[config.mk]
export PLATFORM = sky130hd
export DESIGN_NAME = wb_write_sequencer_flat
export DESIGN_NICKNAME = d
export VERILOG_FILES = /design/src/rtl/wb_write_sequencer_if.sv /design/src/rtl/wb_write_sequencer.sv /design/src/flat_wrapper.sv
export SDC_FILE = /design/constraint.sdc
export NUM_CORES = 1
export LEC_CHECK = 0
export ABC_AREA = 1
export BUFFER_PORTS_ARGS = -buffer_cell sky130_fd_sc_hd__buf_2
export CAP_MARGIN = 30
export CORE_MARGIN = 4
export CORE_UTILIZATION = 30
export CTS_CLUSTER_DIAMETER = 80
export CTS_CLUSTER_SIZE = 25
export DETAILED_ROUTE_END_ITERATION = 8
export PLACE_DENSITY = 0.61
export SETUP_SLACK_MARGIN = 0.02
export SYNTH_ARGS = -nofsm -noshare
export SYNTH_HDL_FRONTEND = slang
export SYNTH_SLANG_ARGS = --single-unit
[constraint.sdc]
create_clock -name clk -period 4.4 [get_ports clk]
set_input_delay 0.88 -clock clk [delete_from_list [all_inputs] [get_ports clk]]
set_output_delay 0.88 -clock clk [all_outputs]
set_load 0.05 [all_outputs]
[src/rtl/wb_write_sequencer_if.sv]
// Request, debug and register-file write signals of the write-back sequencer.
// No storage of its own; pure signal bundle.
// Producer drives requests and debug writes, sequencer drives handshakes and rf port.
interface wb_write_sequencer_if;
    logic        in_valid;
    logic        in_ready;
    logic [3:0]  icode;
    logic [3:0]  rA;
    logic [3:0]  rB;
    logic        cond;
    logic [63:0] valE;
    logic [63:0] valM;
    logic        dbg_req;
    logic [3:0]  dbg_addr;
    logic [63:0] dbg_data;
    logic        dbg_gnt;
    logic        rf_we;
    logic [3:0]  rf_addr;
    logic [63:0] rf_data;
    logic        busy;
    logic [15:0] wr_count;

    modport master (
        output in_valid, icode, rA, rB, cond, valE, valM,
        output dbg_req, dbg_addr, dbg_data,
        input  in_ready, dbg_gnt, rf_we, rf_addr, rf_data, busy, wr_count
    );

    modport slave (
        input  in_valid, icode, rA, rB, cond, valE, valM,
        input  dbg_req, dbg_addr, dbg_data,
        output in_ready, dbg_gnt, rf_we, rf_addr, rf_data, busy, wr_count
    );
endinterface

[src/rtl/wb_write_sequencer.sv]
// Serialises Y86 write-back (E then M write) and debug writes onto one register-file write port.
// Latency: request accepted at edge N writes in cycle N+1; popq writes on two consecutive cycles.
// Backpressure: in_ready only in IDLE; debug is forced in after 4 consecutive accepts under dbg_req.
module wb_write_sequencer (
    input  logic                 clk,
    input  logic                 reset,
    wb_write_sequencer_if.slave  bus
);
    typedef enum logic [1:0] {IDLE, WR_E, WR_M, WR_D} state_t;

    state_t      state;
    state_t      state_nxt;

    // Pending writes; WR_D reuses the E slot for the debug write.
    logic        e_vld;
    logic [3:0]  e_addr;
    logic [63:0] e_data;
    logic        m_vld;
    logic [3:0]  m_addr;
    logic [63:0] m_data;

    logic        dec_e_vld;
    logic [3:0]  dec_e_addr;
    logic [63:0] dec_e_data;
    logic        dec_m_vld;
    logic [3:0]  dec_m_addr;
    logic [63:0] dec_m_data;

    logic [2:0]  streak;
    logic        force_dbg;
    logic        accept;
    logic        grant;
    logic        in_ready;
    logic        rf_we;
    logic [3:0]  rf_addr;
    logic [63:0] rf_data;
    logic [15:0] wr_count;

    // A streak only matters while debug is still asking.
    assign force_dbg = (streak == 3'd4) && bus.dbg_req;

    // Decode the incoming request into its E/M write pair; index 0xF means "no register".
    always_comb begin
        dec_e_vld  = 1'b0;
        dec_e_addr = bus.rB;
        dec_e_data = bus.valE;
        dec_m_vld  = 1'b0;
        dec_m_addr = bus.rA;
        dec_m_data = bus.valM;
        case (bus.icode)
            4'h3, 4'h6: dec_e_vld = 1'b1;
            4'h2:       dec_e_vld = bus.cond;
            4'h5:       dec_m_vld = 1'b1;
            4'h8, 4'h9, 4'hA: begin
                dec_e_vld  = 1'b1;
                dec_e_addr = 4'h4;
            end
            4'hB: begin
                dec_e_vld  = 1'b1;
                dec_e_addr = 4'h4;
                dec_m_vld  = 1'b1;
            end
            default: ;
        endcase
        if (dec_e_addr == 4'hF) dec_e_vld = 1'b0;
        if (dec_m_addr == 4'hF) dec_m_vld = 1'b0;
    end

    // State register.
    always_ff @(posedge clk) begin
        if (reset) state <= IDLE;
        else       state <= state_nxt;
    end

    // Next state, arbitration and write-port drive; reset forces every output quiet.
    always_comb begin
        state_nxt = state;
        in_ready  = 1'b0;
        accept    = 1'b0;
        grant     = 1'b0;
        rf_we     = 1'b0;
        rf_addr   = 4'h0;
        rf_data   = 64'h0;
        case (state)
            IDLE: begin
                in_ready = !force_dbg;
                if (bus.in_valid && !force_dbg) begin
                    accept    = 1'b1;
                    state_nxt = dec_e_vld ? WR_E : (dec_m_vld ? WR_M : IDLE);
                end else if (bus.dbg_req) begin
                    grant     = 1'b1;
                    state_nxt = WR_D;
                end
            end
            WR_E: begin
                rf_we     = 1'b1;
                rf_addr   = e_addr;
                rf_data   = e_data;
                state_nxt = m_vld ? WR_M : IDLE;
            end
            WR_M: begin
                rf_we     = 1'b1;
                rf_addr   = m_addr;
                rf_data   = m_data;
                state_nxt = IDLE;
            end
            WR_D: begin
                rf_we     = e_vld;
                rf_addr   = e_vld ? e_addr : 4'h0;
                rf_data   = e_vld ? e_data : 64'h0;
                state_nxt = IDLE;
            end
            default: state_nxt = IDLE;
        endcase
        if (reset) begin
            in_ready = 1'b0;
            accept   = 1'b0;
            grant    = 1'b0;
            rf_we    = 1'b0;
            rf_addr  = 4'h0;
            rf_data  = 64'h0;
        end
    end

    // Capture the decoded pair on accept, or the debug write on grant.
    always_ff @(posedge clk) begin
        if (reset) begin
            e_vld  <= 1'b0;
            e_addr <= 4'h0;
            e_data <= 64'h0;
            m_vld  <= 1'b0;
            m_addr <= 4'h0;
            m_data <= 64'h0;
        end else if (accept) begin
            e_vld  <= dec_e_vld;
            e_addr <= dec_e_addr;
            e_data <= dec_e_data;
            m_vld  <= dec_m_vld;
            m_addr <= dec_m_addr;
            m_data <= dec_m_data;
        end else if (grant) begin
            e_vld  <= (bus.dbg_addr != 4'hF);
            e_addr <= bus.dbg_addr;
            e_data <= bus.dbg_data;
            m_vld  <= 1'b0;
        end
    end

    // Count accepts made while debug waits; saturates at the forcing threshold.
    always_ff @(posedge clk) begin
        if (reset || !bus.dbg_req || grant) streak <= 3'd0;
        else if (accept && streak != 3'd4)  streak <= streak + 3'd1;
    end

    // Running count of write-port cycles, wrapping at 16 bits.
    always_ff @(posedge clk) begin
        if (reset)      wr_count <= 16'h0;
        else if (rf_we) wr_count <= wr_count + 16'd1;
    end

    assign bus.in_ready = in_ready;
    assign bus.dbg_gnt  = grant;
    assign bus.rf_we    = rf_we;
    assign bus.rf_addr  = rf_addr;
    assign bus.rf_data  = rf_data;
    assign bus.busy     = (state != IDLE) && !reset;
    assign bus.wr_count = wr_count;
endmodule

[src/flat_wrapper.sv]
// flat-port wrapper written by rule: the top's interface ports become plain ports
module wb_write_sequencer_flat 
  (clk, reset, bus_in_valid, bus_icode, bus_rA, bus_rB, bus_cond, bus_valE, bus_valM, bus_dbg_req, bus_dbg_addr, bus_dbg_data, bus_in_ready, bus_dbg_gnt, bus_rf_we, bus_rf_addr, bus_rf_data, bus_busy, bus_wr_count);
  wb_write_sequencer_if bus_i ();
  input  logic clk;
  input  logic reset;
  input wire logic [$bits(bus_i.in_valid)-1:0] bus_in_valid;
  input wire logic [$bits(bus_i.icode)-1:0] bus_icode;
  input wire logic [$bits(bus_i.rA)-1:0] bus_rA;
  input wire logic [$bits(bus_i.rB)-1:0] bus_rB;
  input wire logic [$bits(bus_i.cond)-1:0] bus_cond;
  input wire logic [$bits(bus_i.valE)-1:0] bus_valE;
  input wire logic [$bits(bus_i.valM)-1:0] bus_valM;
  input wire logic [$bits(bus_i.dbg_req)-1:0] bus_dbg_req;
  input wire logic [$bits(bus_i.dbg_addr)-1:0] bus_dbg_addr;
  input wire logic [$bits(bus_i.dbg_data)-1:0] bus_dbg_data;
  output wire logic [$bits(bus_i.in_ready)-1:0] bus_in_ready;
  output wire logic [$bits(bus_i.dbg_gnt)-1:0] bus_dbg_gnt;
  output wire logic [$bits(bus_i.rf_we)-1:0] bus_rf_we;
  output wire logic [$bits(bus_i.rf_addr)-1:0] bus_rf_addr;
  output wire logic [$bits(bus_i.rf_data)-1:0] bus_rf_data;
  output wire logic [$bits(bus_i.busy)-1:0] bus_busy;
  output wire logic [$bits(bus_i.wr_count)-1:0] bus_wr_count;
  assign bus_i.in_valid = bus_in_valid;
  assign bus_i.icode = bus_icode;
  assign bus_i.rA = bus_rA;
  assign bus_i.rB = bus_rB;
  assign bus_i.cond = bus_cond;
  assign bus_i.valE = bus_valE;
  assign bus_i.valM = bus_valM;
  assign bus_i.dbg_req = bus_dbg_req;
  assign bus_i.dbg_addr = bus_dbg_addr;
  assign bus_i.dbg_data = bus_dbg_data;
  assign bus_in_ready = bus_i.in_ready;
  assign bus_dbg_gnt = bus_i.dbg_gnt;
  assign bus_rf_we = bus_i.rf_we;
  assign bus_rf_addr = bus_i.rf_addr;
  assign bus_rf_data = bus_i.rf_data;
  assign bus_busy = bus_i.busy;
  assign bus_wr_count = bus_i.wr_count;
  wb_write_sequencer u_core (.clk(clk), .reset(reset), .bus(bus_i));
endmodule
* Word-level counts from Yosys, hierarchy flattened
Cells that the tools add are included.
Widths: inputs -> output; s select.
** Word-level totals
- Register bits :: 159
- Input bits :: 213
- Word-level logic and storage cells :: 81
** Cells by class
- Muxes and demuxes :: 36
- Eq/ne operators :: 17
- Add/sub/neg operators :: 2
- Reductions and logical operators :: 17
** Operator list (number)
- $mux 64 :: 4
- $pmux 64 s3 :: 1
- $eq 4x4->1 const B :: 6
- $mux 4 :: 5
- $mux 1 :: 17
- $add 16x1->16 const B :: 1
- $pmux 4 s3 :: 1
- $mux 2 :: 5
- $eq 4x2->1 const B :: 2
- $eq 4x3->1 const B :: 2
- $pmux 2 s3 :: 1
- $reduce_or 2->1 :: 3
- $reduce_or 6->1 :: 1
- $eq 2x2->1 const B :: 2
- $logic_and 1x1->1 :: 4
- $ne 4x4->1 const B :: 1
- $pmux 1 s2 :: 2
- $reduce_bool 2->1 :: 2
- $reduce_or 4->1 :: 1
- $add 3x1->3 const B :: 1
- $eq 3x3->1 const B :: 1
- $logic_not 1->1 :: 3
- $ne 3x2->1 const B :: 1
- $ne 3x3->1 const B :: 1
- other kinds (3) :: 4

* Logic depth before layout (Yosys ltp)
Gate-level depths: netlist of run 1.
- Word-level depth :: 9
- Depth in mapped cells :: 14

* Least setup slack after synthesis of run 1
No wires, ideal clock.
- Path kind :: input -> output
- Start :: in reset
- End :: out bus_rf_data[54]
- Required time :: 3.520 ns
- Slack :: 1.206 ns
- Stages on the path :: 5
- Path buffers :: 2
- Data arrival time :: 2.314 ns
- Cells stage by stage :: buf_2 nor2_2 clkbuf_1 nand2_1 inv_1
** On the way
- Cells in the longest elaborated chain, start to end :: 1
** RTL lines
- start: declaration :: RTL line flat_wrapper.sv:6 : input logic reset;
- $mux 64 :: RTL line wb_write_sequencer.sv:115 : if (reset) begin
- end: declaration :: RTL line flat_wrapper.sv:21 : output wire logic [$bits(bus_i.rf_data)-1:0] bus_rf_data;
Every way passes these cells.

* Final worst setup path of run 1
- Start :: reg u_core.state[1]
- End :: out bus_rf_addr[3]
** On the way
- Cells in the longest elaborated chain, start to end :: 3
** RTL lines
- start: declaration :: RTL line wb_write_sequencer.sv:11 : state_t state;
- start signal: assignment :: RTL line wb_write_sequencer.sv:72 : else state <= state_nxt;
- $eq 2x2->1 / $eq 2x1->1 (equally long branches) :: RTL line wb_write_sequencer.sv:84 : case (state)
- $pmux 4 s3 (*) :: RTL line wb_write_sequencer.sv:84
- $mux 4 (*) :: RTL line wb_write_sequencer.sv:115
- end: declaration :: RTL line flat_wrapper.sv:20 : output wire logic [$bits(bus_i.rf_addr)-1:0] bus_rf_addr;
Mark *: on every way between the ends. The rest lies on a longest branch, timed or not.

==> results of run 1 <==
## Yosys cell counts
cell type	number	area, sq um
a21o_1	1	7.51
a21oi_1	89	445
buf_1	1	3.75
buf_2	33	165
buf_4	7	52.6
clkbuf_1	35	131
clkinv_1	1	3.75
dfxtp_1	159	3180
ha_1	7	87.6
inv_1	240	901
inv_2	1	3.75
inv_4	1	6.26
nand2_1	600	2250
nand3_1	83	415
nand4_1	7	43.8
nor2_1	30	113
nor2_2	2	12.5
nor3_1	3	15.0
nor3b_1	1	7.51
o211ai_2	1	12.5
o21ai_0	77	385
o21bai_1	1	7.51
o22ai_1	10	62.6
xnor2_1	2	17.5
xor2_1	1	8.76
## final cells by class
| cell class | instances | area share, % |
|---|---|---|
| diodes | 5 | 0.116 |
| clock buffers | 20 | 4.24 |
| clock inverters | 11 | 1.67 |
| inverters | 243 | 8.48 |
| multi-input cells | 915 | 36.5 |
| flip-flops and latches | 159 | 29.5 |
| well taps | 372 | 4.32 |
| repair buffers | 315 | 15.2 |
## per-stage QoR
stage / cell area, sq um / utilization (%) / hold slack (ns)
final: 10800 / 39.7 / 0.456
after global routing: 10800 / 39.7 / 0.475
after CTS: 10800 / 39.6 / 0.456
after detailed placement: 10100 / 37.3 / 0.447
after global placement: 10100 / 37.2 / 0.441
after floorplan: 8340 / - / 0.430
## worst min path at each step
| stage | depth (start not counted) | endpoint | slack [ns] | start |
|---|---|---|---|---|
| final | 2 | u_core.m_addr[0] | 0.46 | u_core.m_addr[0] |
| after detailed placement | 2 | u_core.m_data[5] | 0.45 | u_core.m_data[5] |
| after CTS | 2 | u_core.m_data[5] | 0.46 | u_core.m_data[5] |
| after global placement | 2 | u_core.m_addr[1] | 0.44 | u_core.m_addr[1] |
| after floorplan | 2 | u_core.m_data[0] | 0.43 | u_core.m_data[0] |
| after global routing | 2 | u_core.m_data[29] | 0.47 | u_core.m_data[29] |
## power groups by stage
stage | Combinational, W | Sequential (W) | Clock (W)
6_report | 0.000683 | 0.00158 | 0.00160
3_5_place_dp | 0.000691 | 0.00161 | 0
4_1_cts | 0.000694 | 0.00158 | 0.00165
3_3_place_gp | 0.000684 | 0.00161 | 0
5_1_grt | 0.000774 | 0.00159 | 0.00171
2_1_floorplan | 0.000436 | 0.00161 | 0
## logic make-up (layout without fill, tap and decap cells)
logic type | count (synthesis) | after routing | synth area share, %
flops | 159 | 159 | 38.1
simple gates | 726 | 726 | 34.3
other cells | 0 | 5 | 0
compound gates | 179 | 179 | 11.0
fa+ha+maj | 7 | 7 | 1.05
xor+xnor | 3 | 3 | 0.315
buf+inv | 319 | 589 | 15.2
## tightest hold or removal path, stage by stage, from the launching register on
cell     delay (ns)
dfxtp_1        0.30
inv_1          0.06
a21oi_1        0.05
## sequential cells by signal (all words and copies together), names as in the netlist
| signal | flops |
|---|---|
| u_core.e_data | 64 |
| u_core.m_data | 64 |
| u_core.bus.wr_count | 16 |
| u_core.e_addr | 4 |
| u_core.m_addr | 4 |
| u_core.streak | 3 |
| u_core.state | 2 |
| u_core.e_vld | 1 |
| u_core.m_vld | 1 |
## metal layers
metal	wire length [microns]	share of wire [%]
met1	12500	45
met2	12900	47
met3	1620	5.9
met4	502	1.8
met5	50	0.18
==> metrics.sh, run 1 <==
WORSTMARGINPINSLEW_NS=0.871
WORST_SLEW_MARGIN_REL_PCT=42.0
CTS_SETUP_BUFFERS=0
ROUTE.DETAILED.DRC=0
MAPPEDNETLISTAREA_SQ_MM=0.00834
PLACE_CONGESTION=0.834
VIA_COUNT_OF_THE_FIRST_GLOBAL_ROUTING_PASS=8712
STATIC_LEAKAGE_POWER_nW=5.78
TIMING.CRITICAL_PATH.TO='bus_rf_addr[3]'
PERIOD_MINUS_SLACK_NS=3.59
DIE_H_MICRONS=175
GRT_MAX_DEGREE=72
CP-END-KIND='output pin'
WL_PER_CELL_MICRONS=13.5
AREA.GROWTH.SYNTH_TO_FINAL_PCT=29.2
GLOBAL_ROUTE.USAGE.MET1_PCT=22.0
SETUP_SLACK_NS=0.814
TOTAL_NUMBER_OF_YOSYS_WARNINGS=0
CTS_REPAIR_RESIZE_COUNT=0
NUMCLOCKSINKS=159
STARTPOINT_TYPE='register'
CPMOSTUSEDCELL='inv_1'
COMBPWRFRAC_PCT=17.7
CRIT_ARRIVAL_NS=2.71
STATUS='finished, final reports clean'
CTS_MAX_PATH_BUFFERS=2
TOTAL_AREA_OF_SEQUENTIAL_CELLS_SQ_MM=0.00318
CRITICAL_PATH.REG2REG.ENDPOINT='u_core.e_data[21]'
LAYOUT.CELLS.NON_FILLER=2040
GR-USAGE-MET3_PCT=4.18
SYN_NETS=1613
SYN_AVG_CELL_AREA_SQ_UM=5.99
CTS-HTREE-LEVELS=4
MULTI_INPUT_AREA_SQ_MM=0.00393
GRTUSAGEMET2_PCT=30.0
PORTBUFFERS=300
CRITICAL_PATH_REQUIRED_NS=3.52
SHARE_SEQ_OF_TOTAL_POWER_PCT=40.9
TOTAL_POWER_W=0.00387
TIMING.FINAL.CRIT_SHARE_PCT=81.5
TIMING.CRITICAL_PATH.CELLS='inv_1, ha_1, a21oi_4, buf_4, o21ai_0, nand2_1, inv_1, buf_2'
TIMING.RR.START='u_core.state[0]'
FINISH.NET_COUNT=1871
YOSYSSEQAREASHARE_PCT=38.1
POWER.SWITCHING_FRACTION_PCT=29.0
GRT-BUSIEST-LAYER='met2'
DIE-AREA_SQ_MM=0.0305
ROUTE.VIAS.TOTAL=9045
LAYOUT.CELLS.MOST_COMMON='nand2_1'
PLACE_WORST_SETUP_SLACK_NS=1.21
DRT_FIRST_ITER_VIOLATIONS=442
TIMING.SETUP.CRITICAL_PATH_CLASS='reg -> out'
NUMBER_OF_BUFFERS_INSERTED_DURING_CLOCK_TREE_SYNTHESIS=17
DIE-WIDTH_MICRONS=175
CP-STARTPOINT='u_core.state[1]'
IO_PINS=301
ROUTE.DETAILED.VIAS_PER_INST=4.43
CRITICAL_PATH_PEAK_FANOUT=28
YS_TYPES=25
GRT_ANTENNA_BEFORE_REPAIR=10
MAX_STAGE_DELAY_NS=0.67
R2R.WORST_PATH.CELLS=9
CLK_TRANSITION_REPORTED_PATHS_NS=0.07
TNS_NS=0
ROUTED_WIRELENGTH_MM=27.5
FILL_CELL_TOTAL_OF_THE_FINISHED_LAYOUT=3034
CP_NUM_BUF_INV=4
POWER.CLOCK.FRACTION_PCT=41.5
CTS_HOLD_BUF=0
WIRE_LENGTH_OF_THE_FIRST_GLOBAL_ROUTING_PASS_MM=43.6
GRT_SETUP_UNREPAIRED='false'
YOSYS_REGISTER_BITS=159
PLACE.DETAILED.HPWL_MM=19.4
NUMPLACEDINSTANCES=2004
SLEW_VIOL_FINAL=0
SKEW_NS=0.0116
TIMING.MAX_CAP.VIOLATIONS=0
SYNTHCELLS=1393
WORST-R2R-SETUP-SLACK_NS=1.94
LAYOUT_COMMON_CELLS='nand2_1, buf_2, inv_1, dfxtp_1, a21oi_1'
PEAKVDDDROP_mV=0.230
GRT_USAGE_PCT=17.5
CP_NUM_CELLS=8
DRIVE_GT1_SHARE_PCT=21.3
DETAILEDROUTE.FIRSTPASSITERATIONCOUNT=5
POWER.NET_SWITCHING_W=0.00112
START_UTIL_PCT=30.7
MAX_CLOCK_FREQ_MHz=279
SETUP_VIOL=0
TRITONCTS_CLOCK_TREE='built'
P_INT_W=0.00274
HOLDCRITPATHCLASS='reg -> reg'
CORE_AREA_SQ_MM=0.0272
CPMAXSTAGEDELAYCELL='a21oi_4'
FP-ROW-COUNT=60
CLOCK-ROOT-BUFFER='clkbuf_16'
FINALHOLDVIOLATIONS=0
ROUTE.ANTENNA.REMAINING_NETS=0
GRT-OVFL-TOTAL=0
WORST_PATH_DOMINANT_CELL_FAMILY='compound AO/OA/AOI/OAI gates'
POWER.DENSITY_mW_PER_MM2=359
CLK-INSERTION-DELAY-LATE_NS=0.42
Power figures use the tool's default switching activity.
==> run 2: changes to the inputs <==
Settings changed: ABC_AREA 1 to 0, PLACE_DENSITY 0.61 to 0.65.
Clock period 4.4 ns to 3.25 ns, I/O delays scaled along.
==> run 2 against run 1 <==
Combinational power grew 30%. Synthesized area shrank 17%. Flip-flop and latch count is the same. Sequential share of layout area grew 4.9 points. Clock skew shrank 0.00073 ns. Critical endpoint is now bus_rf_addr[2]. Worst setup slack lost 0.51 ns. Clock-buffer cell count shrank 1. Routed wire length shrank 12%. Via count shrank 18%. Clock power grew 24%. Cell area shrank 14%. Critical path type unchanged.
==> metrics.sh, run 2 <==
ROUTE.DETAILED.DRC=0
YOSYS_REGISTER_BITS=159
CLK-INSERTION-DELAY-LATE_NS=0.41
TIMING.FINAL.CRIT_SHARE_PCT=90.6
SYN_AVG_CELL_AREA_SQ_UM=8.16
LAYOUT_COMMON_CELLS='buf_2, dfxtp_1, nand2_1, nor2_1, a21oi_1'
CTS_REPAIR_RESIZE_COUNT=0
NUMBER_OF_BUFFERS_INSERTED_DURING_CLOCK_TREE_SYNTHESIS=17
CLOCK-ROOT-BUFFER='clkbuf_16'
STATUS='finished, final reports clean'
ROUTE.DETAILED.VIAS_PER_INST=5.29
DRT_FIRST_ITER_VIOLATIONS=776
STARTPOINT_TYPE='register'
YOSYS-TOP-CELLS-AREA='dfxtp_1, a222oi_1, a22oi_1, nand2_1, nor2_1'
INSERTEDDIODECOUNT=0
POST_SYNTH_MOST_FREQUENT_CELLS='dfxtp_1, nand2_1, nor2_1'
SYN_NETS=1066
IO_PINS=301
ROUTE.VIAS.TOTAL=7385
LARGESTREGISTERS='u_core.e_data: 64 flops, u_core.m_data: 64 flops, u_core.bus.wr_count: 16 flops'
GRT_USAGE_PCT=18.2
DIE_H_MICRONS=160
CRITICAL_PATH_PEAK_FANOUT=38
SYNTHDOMINANTAREACELLTYPE='dfxtp_1'
SKEW_NS=0.0109
CRITICAL_PATH_REQUIRED_NS=2.60
POWER.DENSITY_mW_PER_MM2=546
GRT_ANTENNA_BEFORE_REPAIR=1
CLK_TRANSITION_REPORTED_PATHS_NS=0.06
CP-END-KIND='output pin'
SYNTH_TOP_FAMILY_BY_AREA='compound AO/OA/AOI/OAI gates'
SYNTH_COMPOUND_AREA_SHARE_PCT=24.9
TIMING.MAX_CAP.VIOLATIONS=0
SYNTHSIMPLEGATEAREAFRAC_PCT=21.1
COMBPWRFRAC_PCT=17.6
SETUP_VIOL=0
NUMCLOCKSINKS=159
CTS-HTREE-LEVELS=4
SYNTH_EDF_COUNT=0
FINALHOLDVIOLATIONS=0
POWER.NET_SWITCHING_W=0.00149
YOSYSSEQAREASHARE_PCT=46.1
GRT_MAX_DEGREE=73
AREA.GROWTH.SYNTH_TO_FINAL_PCT=34.0
TIMING.SETUP.CRITICAL_PATH_CLASS='reg -> out'
DETAILEDROUTE.FIRSTPASSITERATIONCOUNT=8
GRT-OVFL-TOTAL=0
CTS_SETUP_BUFFERS=0
WL_PER_CELL_MICRONS=17.4
TOTAL_NUMBER_OF_YOSYS_WARNINGS=0
POWER.SWITCHING_FRACTION_PCT=29.5
SHARE_SEQ_OF_TOTAL_POWER_PCT=43.1
DIE-WIDTH_MICRONS=160
P_INT_W=0.00356
START_UTIL_PCT=30.5
SYNTHXORXNORAREAFRAC_PCT=1.14
SLEW_VIOL_FINAL=0
R2R.WORST_PATH.CELLS=7
ROUTE.ANTENNA.REMAINING_NETS=0
PEAKVDDDROP_mV=0.280
TRITONCTS_CLOCK_TREE='built'
MAPPEDNETLISTAREA_SQ_MM=0.00691
LAYOUT.CELLS.MOST_COMMON='buf_2'
MULTI_INPUT_AREA_SQ_MM=0.00341
PORTBUFFERS=300
FINALINSTANCEAREA_SQ_MM=0.00925
PLACE.DETAILED.HPWL_MM=17.2
PLACED_AREA_SQ_MM=0.00868
FP-ROW-COUNT=55
SYNTHCELLS=846
STATIC_LEAKAGE_POWER_nW=3.92
VIA_COUNT_OF_THE_FIRST_GLOBAL_ROUTING_PASS=7062
POST_SYNTH_FA_HA_MAJ_AREA_FRACTION_PCT=1.27
PLACE_CONGESTION=0.795
POWER.CLOCK.FRACTION_PCT=39.2
WIRE_LENGTH_OF_THE_FIRST_GLOBAL_ROUTING_PASS_MM=37.9
TOTAL_AREA_OF_SEQUENTIAL_CELLS_SQ_MM=0.00318
YS_TYPES=42
ROUTED_WIRELENGTH_MM=24.3
CRIT_ARRIVAL_NS=2.30
CTS_HOLD_BUF=0
YS_ASYNC_SR_FRACTION_PCT=0
WORST_HOLD_PATH.NUM_CELLS=3
TNS_NS=0
WORSTMARGINPINSLEW_NS=0.902
CTS_MAX_PATH_BUFFERS=2
SYNTH_TOP_FLOP_CELL='dfxtp_1'
DIE-AREA_SQ_MM=0.0255
CORE_AREA_SQ_MM=0.0226
POST-SYNTH-TOP-COUNT-CELL='dfxtp_1'
WORST_SLEW_MARGIN_REL_PCT=39.6
SYNTH_TOP_AREA_SHARE_PCT=46.1
HOLDCRITPATHCLASS='in -> reg'
MAX_CLOCK_FREQ_MHz=340
DRIVE_GT1_SHARE_PCT=32.0
FINISH.NET_COUNT=1320
FILL_CELL_TOTAL_OF_THE_FINISHED_LAYOUT=2335
PERIOD_MINUS_SLACK_NS=2.95
GRT_SETUP_UNREPAIRED='false'
MUXSHAREOFSYNTHAREA_PCT=0.435
## run 2: worst paths after layout
path	slack [ns]	start	to
worst min register to register	0.46	u_core.m_data[16]	u_core.m_data[16]
worst max-delay path	0.30	u_core.state[0]	bus_rf_addr[2]
worst max register to register	0.70	u_core.state[0]	u_core.e_data[43]
worst min-delay path	0.42	bus_valM[3]	u_core.m_data[3]
## run 2: per-layer routing
metal	up-vias	wire length [microns]	global-route usage, %
li1	3577	-	-
met1	3452	10400	23.0
met2	335	11500	31.1
met3	19	1960	4.85
met4	2	348	4.54
met5	-	13	0
## run 2: area by class of cell
cell class	instances	share of cell area (%)
Inverter	9	0.365
Timing Repair Buffer	316	18.4
Clock buffer	19	4.68
Clock inverter	12	1.46
Tap cell	285	3.85
Sequential cell	159	34.4
Multi-Input combinational cell	597	36.9
## run 2: worst max-delay path, stage by stage, from the launching register on
cell,delay [ns]
dfxtp_1,0.38
inv_1,0.08
ha_1,0.31
or2_4,0.43
buf_12,0.22
nor2_1,0.15
buf_2,0.28
## run 2: kinds of logic after synthesis
| family | after synthesis |
|---|---|
| buffers and inverters | 90 |
| muxes | 3 |
| DFF | 159 |
| AOI/OAI and AO/OA | 234 |
| adders and majority gates | 7 |
| and+or+nand+nor | 344 |
| xor gates and xnor gates | 9 |
## run 2: stage by stage
stage | worst slack (ns) | total power, W | std cells | hold slack [ns] | util (%)
after floorplan | 0.384 | 0.00275 | 846 | 0.437 | -
after CTS | 0.0640 | 0.00511 | 1397 | 0.402 | 40.8
final | 0.305 | 0.00505 | 1397 | 0.424 | 40.9
after global placement | 0.568 | 0.00311 | 1366 | 0.443 | 38.3
after global routing | 0.140 | 0.00531 | 1397 | 0.427 | 40.9
after detailed placement | 0.511 | 0.00312 | 1366 | 0.447 | 38.3
## run 2: power by group through the flow
stage          logic (W)  clock network, W  registers (W)
3_3_place_gp    0.000891                 0        0.00222
2_1_floorplan   0.000553                 0        0.00220
5_1_grt         0.000990           0.00213        0.00219
4_1_cts         0.000900           0.00203        0.00218
3_5_place_dp    0.000899                 0        0.00222
6_report        0.000891           0.00198        0.00218
